--- src/rtl/upc_pkg.sv ---
// Shared definitions for the UPC checkout-lane controller.
//   state_t : controller states (IDLE, SCAN, ALARM, DONE)
//   *_BIT   : field positions of the {u,p,c,m} item code
package upc_pkg;

  typedef enum logic [1:0] {
    IDLE  = 2'd0,
    SCAN  = 2'd1,
    ALARM = 2'd2,
    DONE  = 2'd3
  } state_t;

  localparam int unsigned U_BIT = 3;
  localparam int unsigned P_BIT = 2;
  localparam int unsigned C_BIT = 1;
  localparam int unsigned M_BIT = 0;

endpackage

--- src/rtl/upc_item_decode.sv ---
// Combinational decode of a 4-bit UPC item code into its discount and
// stolen flags.
// Ports:
//   code  in  4  item code {u,p,c,m}
//   dscnt out 1  item carries a discount
//   stln  out 1  item is flagged as stolen
module upc_item_decode
  import upc_pkg::*;
(
  input  logic [3:0] code,
  output logic       dscnt,
  output logic       stln
);

  logic u, p, c, m;

  assign u = code[U_BIT];
  assign p = code[P_BIT];
  assign c = code[C_BIT];
  assign m = code[M_BIT];

  assign dscnt = p | (u & c);
  assign stln  = ~(p | (~u & c) | m);

endmodule

--- src/rtl/upc_checkout_ctrl.sv ---
// Checkout-lane controller: frames a sale (start -> items -> end), accepts
// item codes over a valid/ready handshake, keeps saturating per-sale item,
// discount and stolen counts, and optionally stalls on a stolen item.
//
// Configuration macro: UPC_ALARM_EN
//   defined   : an accepted stolen item moves SCAN -> ALARM until alarm_clear
//   undefined : ALARM is unreachable, alarm is tied low, scanning never stalls
//
// Handshake: an item is transferred on a rising clk edge where
// item_valid && item_ready. item_ready depends only on the registered state,
// so the producer may hold item_valid/item_code until it sees ready.
//
// Ports:
//   clk, reset              clock (rising) and async active-high reset
//   start_sale              open a sale (IDLE only)
//   end_sale                close the sale (SCAN only)
//   item_valid, item_code   offered item
//   item_ready              item accepted this cycle when valid
//   alarm_clear             attendant acknowledge (ALARM only)
//   busy, alarm, sale_done  state decodes; sale_done is a one-cycle pulse
//   item_count, dscnt_count, stln_count   per-sale saturating counters
module upc_checkout_ctrl
  import upc_pkg::*;
#(
  parameter int CNT_W = 8
) (
  input  logic             clk,
  input  logic             reset,
  input  logic             start_sale,
  input  logic             end_sale,
  input  logic             item_valid,
  input  logic [3:0]       item_code,
  output logic             item_ready,
  input  logic             alarm_clear,
  output logic             busy,
  output logic             alarm,
  output logic             sale_done,
  output logic [CNT_W-1:0] item_count,
  output logic [CNT_W-1:0] dscnt_count,
  output logic [CNT_W-1:0] stln_count
);

`ifdef UPC_ALARM_EN
  localparam bit ALARM_EN = 1'b1;
`else
  localparam bit ALARM_EN = 1'b0;
`endif

  localparam logic [CNT_W-1:0] CNT_MAX = '1;

  state_t state, state_next;
  logic   dscnt, stln;
  logic   accept;

  upc_item_decode u_decode (
    .code  (item_code),
    .dscnt (dscnt),
    .stln  (stln)
  );

  assign item_ready = (state == SCAN);
  assign busy       = (state != IDLE);
  assign sale_done  = (state == DONE);
  assign accept     = item_valid & item_ready;

`ifdef UPC_ALARM_EN
  assign alarm = (state == ALARM);
`else
  assign alarm = 1'b0;
`endif

  always_ff @(posedge clk or posedge reset) begin
    if (reset) begin
      state <= IDLE;
    end else begin
      state <= state_next;
    end
  end

  // A stolen item outranks end_sale in the same cycle; the end request is
  // dropped and the host must re-issue it after the alarm is cleared.
  always_comb begin
    state_next = state;
    case (state)
      IDLE:    if (start_sale) state_next = SCAN;
      SCAN: begin
        if (accept && stln && ALARM_EN) state_next = ALARM;
        else if (end_sale)              state_next = DONE;
      end
      ALARM:   if (alarm_clear) state_next = SCAN;
      DONE:    state_next = IDLE;
      default: state_next = IDLE;
    endcase
  end

  // Counters are cleared only by a new sale so the host can read them after
  // sale_done while the controller sits in IDLE.
  always_ff @(posedge clk or posedge reset) begin
    if (reset) begin
      item_count  <= '0;
      dscnt_count <= '0;
      stln_count  <= '0;
    end else if (state == IDLE && start_sale) begin
      item_count  <= '0;
      dscnt_count <= '0;
      stln_count  <= '0;
    end else if (accept) begin
      if (item_count != CNT_MAX)           item_count  <= item_count + 1'b1;
      if (dscnt && dscnt_count != CNT_MAX) dscnt_count <= dscnt_count + 1'b1;
      if (stln && stln_count != CNT_MAX)   stln_count  <= stln_count + 1'b1;
    end
  end

endmodule

--- config.mk ---
export PLATFORM = sky130hd
export DESIGN_NAME = upc_checkout_ctrl
export DESIGN_NICKNAME = d
export VERILOG_FILES = /design/src/rtl/upc_pkg.sv /design/src/rtl/upc_item_decode.sv /design/src/rtl/upc_checkout_ctrl.sv
export SDC_FILE = /design/constraint.sdc
export NUM_CORES = 1
export LEC_CHECK = 0
export BUFFER_PORTS_ARGS = -buffer_cell sky130_fd_sc_hd__buf_2
export CORE_ASPECT_RATIO = 1.1
export CORE_MARGIN = 2
export CORE_UTILIZATION = 43
export DETAILED_ROUTE_END_ITERATION = 10
export PLACE_DENSITY_LB_ADDON = 0.08
export SLEW_MARGIN = 20
export SYNTH_ARGS = -nofsm -noshare
export SYNTH_HDL_FRONTEND = slang
export SYNTH_SLANG_ARGS = --single-unit
--- constraint.sdc ---
create_clock -name clk -period 5.6 [get_ports clk]
set_clock_uncertainty 0.1 [all_clocks]
set_input_delay 0 -clock clk [delete_from_list [all_inputs] [get_ports clk]]
set_output_delay 0 -clock clk [all_outputs]
set_load 0.05 [all_outputs]
==> results of run 1 <==
==> through the flow <==
stage          utilization (%)  hold WS, ns
2_1_floorplan                -     -0.05998
3_3_place_gp             50.42      0.08303
3_5_place_dp             50.42      0.09342
4_1_cts                  52.94     0.005795
5_1_grt                  52.98      0.02154
6_report                 52.98      0.02121
==> final timing paths <==
path,start,end,slack [ns],cells after the start
max in group asynchronous,reset,item_count[3]$_DFFE_PP0P_,4.76,3
min in group asynchronous,reset,state[1]$_DFFE_PP0P_,0.20,3
worst min-delay path,item_code[2],stln_count[6]$_DFFE_PP0P_,0.02,4
worst min register to register,dscnt_count[6]$_DFFE_PP0P_,dscnt_count[6]$_DFFE_PP0P_,0.40,1
worst max-delay path,dscnt_count[0]$_DFFE_PP0P_,dscnt_count[7]$_DFFE_PP0P_,3.29,5
worst max register to register,dscnt_count[0]$_DFFE_PP0P_,dscnt_count[7]$_DFFE_PP0P_,3.29,5
==> power groups by stage <==
| stage | registers, W | clock network, W | logic (W) |
|---|---|---|---|
| finish | 0.000267 | 0.0000788 | 0.000302 |
| global route | 0.000276 | 0.0000912 | 0.000328 |
| CTS | 0.000266 | 0.0000853 | 0.000304 |
| detailed placement | 0.000270 | 0 | 0.000296 |
| global placement | 0.000265 | 0 | 0.000292 |
| floorplan | 0.000346 | 0 | 0.000149 |
==> cell families after synthesis <==
kind of cell / Yosys count
mux: 7
fa+ha+maj: 3
buf+inv: 9
xor+xnor: 3
simple gates: 69
flops: 26
other cells: 1
compound gates: 33
==> worst max-delay path, delay by kind of cell, from the launching register on <==
kind	cells	cell delay, ns
AO/OA/AOI/OAI	3	1.19
adder cells (fa/ha/maj)	1	0.27
flip-flops	1	0.46
AND/OR/NAND/NOR	1	0.22
==> registers in the layout (all words and copies together) (netlist names) <==
signal / count
stln_count: 8
dscnt_count: 8
state: 2
item_count: 8
==> cells in the final DEF (no fill, tap or decap), types with 2 or more instances in the layout <==
cell type,n
nor2b_1,2
or4_1,3
a31o_2,2
nand4_1,9
o211ai_1,2
nor2_1,9
nor4_1,2
and3_1,2
o31ai_1,3
clkbuf_4,3
ha_1,3
xnor2_1,3
o21a_1,2
inv_1,4
a21boi_0,2
a21oi_1,6
and4_1,2
and2_1,4
o21ai_0,4
buf_2,36
dlygate4sd3_1,6
dfrtp_1,26
nand2b_1,2
nand3_1,10
mux2i_1,6
nor3_1,4
nand2_1,15
==> cell type report <==
cell class | count | area share, %
clock buffers | 3 | 1.298
repair buffers | 42 | 13.84
flip-flops and latches | 26 | 37.49
inverters | 5 | 1.081
multi-input cells | 116 | 43.69
well taps | 36 | 2.596
==> routing by layer <==
layer | GRT usage [%] | vias to the layer above
li1 | - | 649
met1 | 25.00 | 654
met2 | 30.77 | 39
met3 | 2.994 | 2
met4 | 4.830 | 0
met5 | 0 | -
==> impl_results.md, run 1 <==
* Outcome: finished, final reports clean
* Xor and xnor area share after synthesis at 1.809%
* Worst Path Required at 5.72 ns
* Vias in the first global route at 1269
* Clk pwr share at 12.2%
* # IOs at 38
* Synth Instances at 151
* RD Place Congestion at 0.7916
* Placed insts at 219
* Finished Cell Area at 1735 sq um
* Max_cap viols at 0
* Vias at 1344
* Initial Util at 44.35%
* Wire length per cell at 14.14 um
* Largest family of logic cells by synthesized area: simple AND/OR/NAND/NOR gates
* Ant diodes at 0
* Cell Count, Final, Fillers Out at 228
* Commonest cells in the netlist: dfrtp_1, nand2_1, nand3_1
* Worst Setup Path Type: reg2reg
* Final Hold Fails at 0
* Num CTS Buffers at 3
* Register area share after synthesis at 44.79%
* Area grow syn2layout at 19.47%
* Initial antenna violation count at 0
* Peak VDD IR at 0.2044 mV
* Min-Delay Path Class: in2reg
* Post-Syn Area at 1453 sq um
* PD cells at 373.4 nW/um^2
* Synth area leader: dfrtp_1
* Post-synthesis compound-gate area fraction at 16.11%
* Highest Signal Layer: met4
* Pint at 0.0003272 W
* Sink Count at 26
* Register area at 650.6 sq um
* Final min period at 2.312 ns
* Post-synth ARST share at 100.0%
* Fraction of layout cells with a size suffix above 1 at 23.44%
* Most common cell in the synthesized netlist: dfrtp_1
* Detailed Route Iter0 Violations at 62
* Critical Path Max Stage Delay at 0.77 ns
* H-tree levels at 1
* Most used DFF post-synth: dfrtp_1
* Clock root buffer: clkbuf_4
* Die height at 64.96 um
* Pre-CTS setup slack at 3.101 ns
* Post-synth cell types at 46
* Cell Rows at 22
* Tightest Pin Transition at 0.9365 ns
* Hold-fix buffers, CTS at 6
* Flop pwr share at 41.2%
* Reg clk slew, reported paths at 0.14 ns
* Critical Path AT at 2.43 ns
* Met1 Routed Length at 1.513 mm
* Max Slew Vio Count at 0
* Net switching fraction of the power at 49.51%
* Top post-synthesis cells by area: dfrtp_1, mux2i_1, nand2_1
* Met3 wire len at 121 um
* Warnings, synthesis at 0
* Final antenna-violating net count at 0
* CP max-delay cell: a2111oi_1
* Simple-Gate Fraction of Synth Area at 26.44%
* Final period utilization at 41.29%
* Psw at 0.0003208 W
* Die Wd at 59.42 um
* Min setup slack post-route at 3.288 ns
* Syn_area_per_cell at 9.620 sq um
* Cts repair resizes at 0
* CTS tree: done
* Mux contribution to synthesized area at 4.910%
* Worst path cell trace: ha_1, and3_1, a2111oi_1, a21boi_0, o21a_1
* Residual DRC count at 0
* Worst-path fanout max at 5
* DRT Pass-1 Iters at 5
* Area of the multi-input gates at 758.2 sq um
* Met2 WL post-DR at 1.571 mm
* RSZ-0062 raised after global routing: false
* Final number of setup-violating endpoints at 0
* Clock insertion delay at the later pin of the skew report at 0.31 ns
* DRT Wirelength at 3.224 mm
* Post-DP Area at 1652 sq um
* Setup TNS at 0 ns
* Core Box Area at 3276 sq um
* Post-synthesis register bit count at 26
* Dpl hpwl at 2.331 mm
* Worst slew margin at 37.18%
* Max clock buf depth at 2
* Crit. End Element: flop
* Largest net degree at the start of global routing at 27
* Peak Freq at 0.4325 GHz
* # nets final at 207
* Startpoint class of the critical path: flop
* Number of fill cells in the layout at 322
* Total power at 0.0006480 W
* Leak Pwr at 0.8545 nW
* Port Buffers at 36
* EDFF count, synth at 0
* Vias per cell at 5.895
* Gate power share at 46.7%
* Post-Synth Adder-Cell Area at 2.584%
* Die Area at 3860 sq um
* Overflow after GRT at 0
* GRT Total Usage at 18.64%
* Synth top area share at 44.79%
* Global-route wire length before repair at 5.678 mm
* Mapped Nets at 164
* Post-CTS setup buffer count at 0
Power figures use the tool's default switching activity.
==> run 2: changes to the inputs <==
==> constraint.sdc (replaced) <==
create_clock -name clk -period 2.15 [get_ports clk]
set_clock_uncertainty 0.1 [all_clocks]
set_input_delay 0 -clock clk [delete_from_list [all_inputs] [get_ports clk]]
set_output_delay 0 -clock clk [all_outputs]
set_load 0.05 [all_outputs]
==> impl_results.md, run 2 (same netlist as run 1, synthesis figures left out) <==
* Commonest cells after routing, fill and taps aside: buf_2, dfrtp_1, nand2_1, nand3_1
* Largest net degree at the start of global routing at 27 (unchanged)
* Crit. End Element: flop
* Worst r2r src: state[1]$_DFFE_PP0P_
* Cell Rows at 22 (unchanged)
* PD cells at 982.0 nW/um^2 (+160%)
* CTS tree: done
* Peak Freq at 0.4895 GHz (+13%)
* Setup TNS at 0 ns (unchanged)
* Max_cap viols at 0 (unchanged)
* Final period utilization at 95.03% (+54 points)
* Die Area at 3860 sq um (unchanged)
* Worst slew margin at 67.48% (+30 points)
* GRT Total Usage at 18.13% (-0.51 points)
* DRT Pass-1 Iters at 4 (-1)
* Utilization after layout at 54.51% (+1.5 points)
* Reg2Reg Depth at 4 (-1)
* Leak Pwr at 0.8780 nW (+2.7%)
* Final min period at 2.043 ns (-0.2691 ns)
* Area grow syn2layout at 22.91%
* Reg2Reg Setup Slack at 0.11 ns (-3.18 ns)
* Most common cell after layout, fill and taps aside: buf_2
* Fraction of layout cells with a size suffix above 1 at 27.04% (+3.6 points)
* Num CTS Buffers at 3 (unchanged)
* Clock root buffer: clkbuf_4
* Vias per cell at 5.573 (-5.5%)
* Critical Path AT at 2.20 ns (-0.23 ns)
* Hold Path Cell Cnt at 4 (unchanged)
* Max clock buf depth at 2 (unchanged)
* Wire length per cell at 14.15 um (about the same)
* Dpl hpwl at 2.359 mm (+1.2%)
* Die Wd at 59.42 um (unchanged)
* Tightest Pin Transition at 0.4755 ns (-0.4610 ns)
* Area of the multi-input gates at 775.7 sq um (+2.3%)
* RD Place Congestion at 0.7760 (-2.0%)
* Vias at 1293 (-3.8%)
* Detailed Route Iter0 Violations at 60 (-3.2%)
* Startpoint class of the critical path: flop
* Hold wc startpoint: item_code[0]
* Post-CTS setup buffer count at 0 (unchanged)
* Core Box Area at 3276 sq um (unchanged)
* Overflow after GRT at 0 (unchanged)
* Hold Path End: stln_count[5]$_DFFE_PP0P_
* Clock insertion delay at the later pin of the skew report at 0.32 ns (about the same)
* Number of fill cells in the layout at 316 (-1.9%)
* Worst r2r dst: stln_count[7]$_DFFE_PP0P_
* Port Buffers at 36 (unchanged)
* Register area at 651.9 sq um (+0.19%)
* Sink Count at 26 (unchanged)
* Reg clk slew, reported paths at 0.14 ns (about the same)
* Worst-path fanout max at 10 (+5)
* Outcome: finished, final reports clean
* Pre-CTS setup slack at 0.1504 ns (-2.950 ns)
* Finished Cell Area at 1785 sq um (+2.9%)
* DRT Wirelength at 3.282 mm (+1.8%)
* Ant diodes at 0 (unchanged)
* Final Hold Fails at 0 (unchanged)
* Final number of setup-violating endpoints at 0 (unchanged)
* Min-Delay Path Class: in2reg
* Global-route wire length before repair at 5.430 mm (-4.4%)
* Initial Util at 44.35% (unchanged)
* Die height at 64.96 um (unchanged)
* Peak VDD IR at 0.6478 mV (+220%)
* # IOs at 38 (unchanged)
* Max Slew Vio Count at 0 (unchanged)
* Post-DP Area at 1697 sq um (+2.7%)
* Initial antenna violation count at 0 (unchanged)
* Min setup slack post-route at 0.1069 ns (-3.181 ns)
* Worst Path Required at 2.30 ns (-3.42 ns)
* Worst Setup Path Type: reg2reg
* Final antenna-violating net count at 0 (unchanged)
* Vias in the first global route at 1199 (-5.5%)
* H-tree levels at 1 (unchanged)
* Largest regs: dscnt_count x8, item_count x8, stln_count x8
* # nets final at 210 (+1.4%)
* Residual DRC count at 0 (unchanged)
* RSZ-0062 raised after global routing: false
[run 2: changes by cell type in the layout (fill, tap and decap cells not counted), sizes merged]
cell | before | now
dlygate4sd3 | 6 | 4
buf | 36 | 41
clkbuf | 3 | 4
clkinv | 1 | 0
inv | 4 | 5
[run 2: routing by layer]
metal  track usage [%]  wire length, um  up-vias
met3             1.796              116        2
li1                  -                -      660
met1             26.07             1595      608
met4             7.386               24        0
met2             27.47             1546       23
met5                 0                0        -
[run 2: worst max-delay path by stage]
| stage | startpoint | endpoint | slack [ns] |
|---|---|---|---|
| after global routing | state[1]$_DFFE_PP0P_ | stln_count[5]$_DFFE_PP0P_ | 0.03 |
| after global placement | state[1]$_DFFE_PP0P_ | stln_count[7]$_DFFE_PP0P_ | 0.19 |
| after floorplan | dscnt_count[1]$_DFFE_PP0P_ | dscnt_count[7]$_DFFE_PP0P_ | 0.01 |
| after CTS | state[1]$_DFFE_PP0P_ | stln_count[7]$_DFFE_PP0P_ | 0.12 |
| final | state[1]$_DFFE_PP0P_ | stln_count[7]$_DFFE_PP0P_ | 0.11 |
| after detailed placement | state[1]$_DFFE_PP0P_ | stln_count[7]$_DFFE_PP0P_ | 0.15 |
[run 2: through the flow]
stage	std cells	hold slack [ns]	total power [W]
2_1_floorplan	151	-0.06005	0.001291
3_3_place_gp	224	-0.02486	0.001484
3_5_place_dp	224	-0.01301	0.001500
4_1_cts	232	0.02437	0.001775
5_1_grt	232	0.03743	0.001878
6_report	232	0.05160	0.001753
[run 2: final cells by class]
type                            instances  share of cell area [%]
Clock buffer                            4                   2.032
Inverter                                5                   1.051
Multi-Input combinational cell        116                   43.45
Sequential cell                        26                   36.51
Tap cell                               36                   2.523
Timing Repair Buffer                   45                   14.44
[run 2: where the power goes]
part           internal, W  leakage (nW)  switching, W  total [W]
clock             0.000103        0.0210      0.000148   0.000251
sequential        0.000571         0.352      0.000118   0.000689
combinational     0.000237         0.505      0.000576   0.000813
[run 2: what timing repair did]
| item | CTS | global route |
|---|---|---|
| endpoints found under the setup margin | 0 | 1 |
| gates resized for setup | 0 | 1 |
| endpoints found under the hold margin | 31 | 0 |
| hold buffers | 4 | 0 |
[run 2: worst max-delay path, stage by stage (launching register included)]
cell	delay, ns
dfrtp_1	0.46
nand3b_4	0.18
or4_4	0.55
or4_1	0.52
a21oi_1	0.17
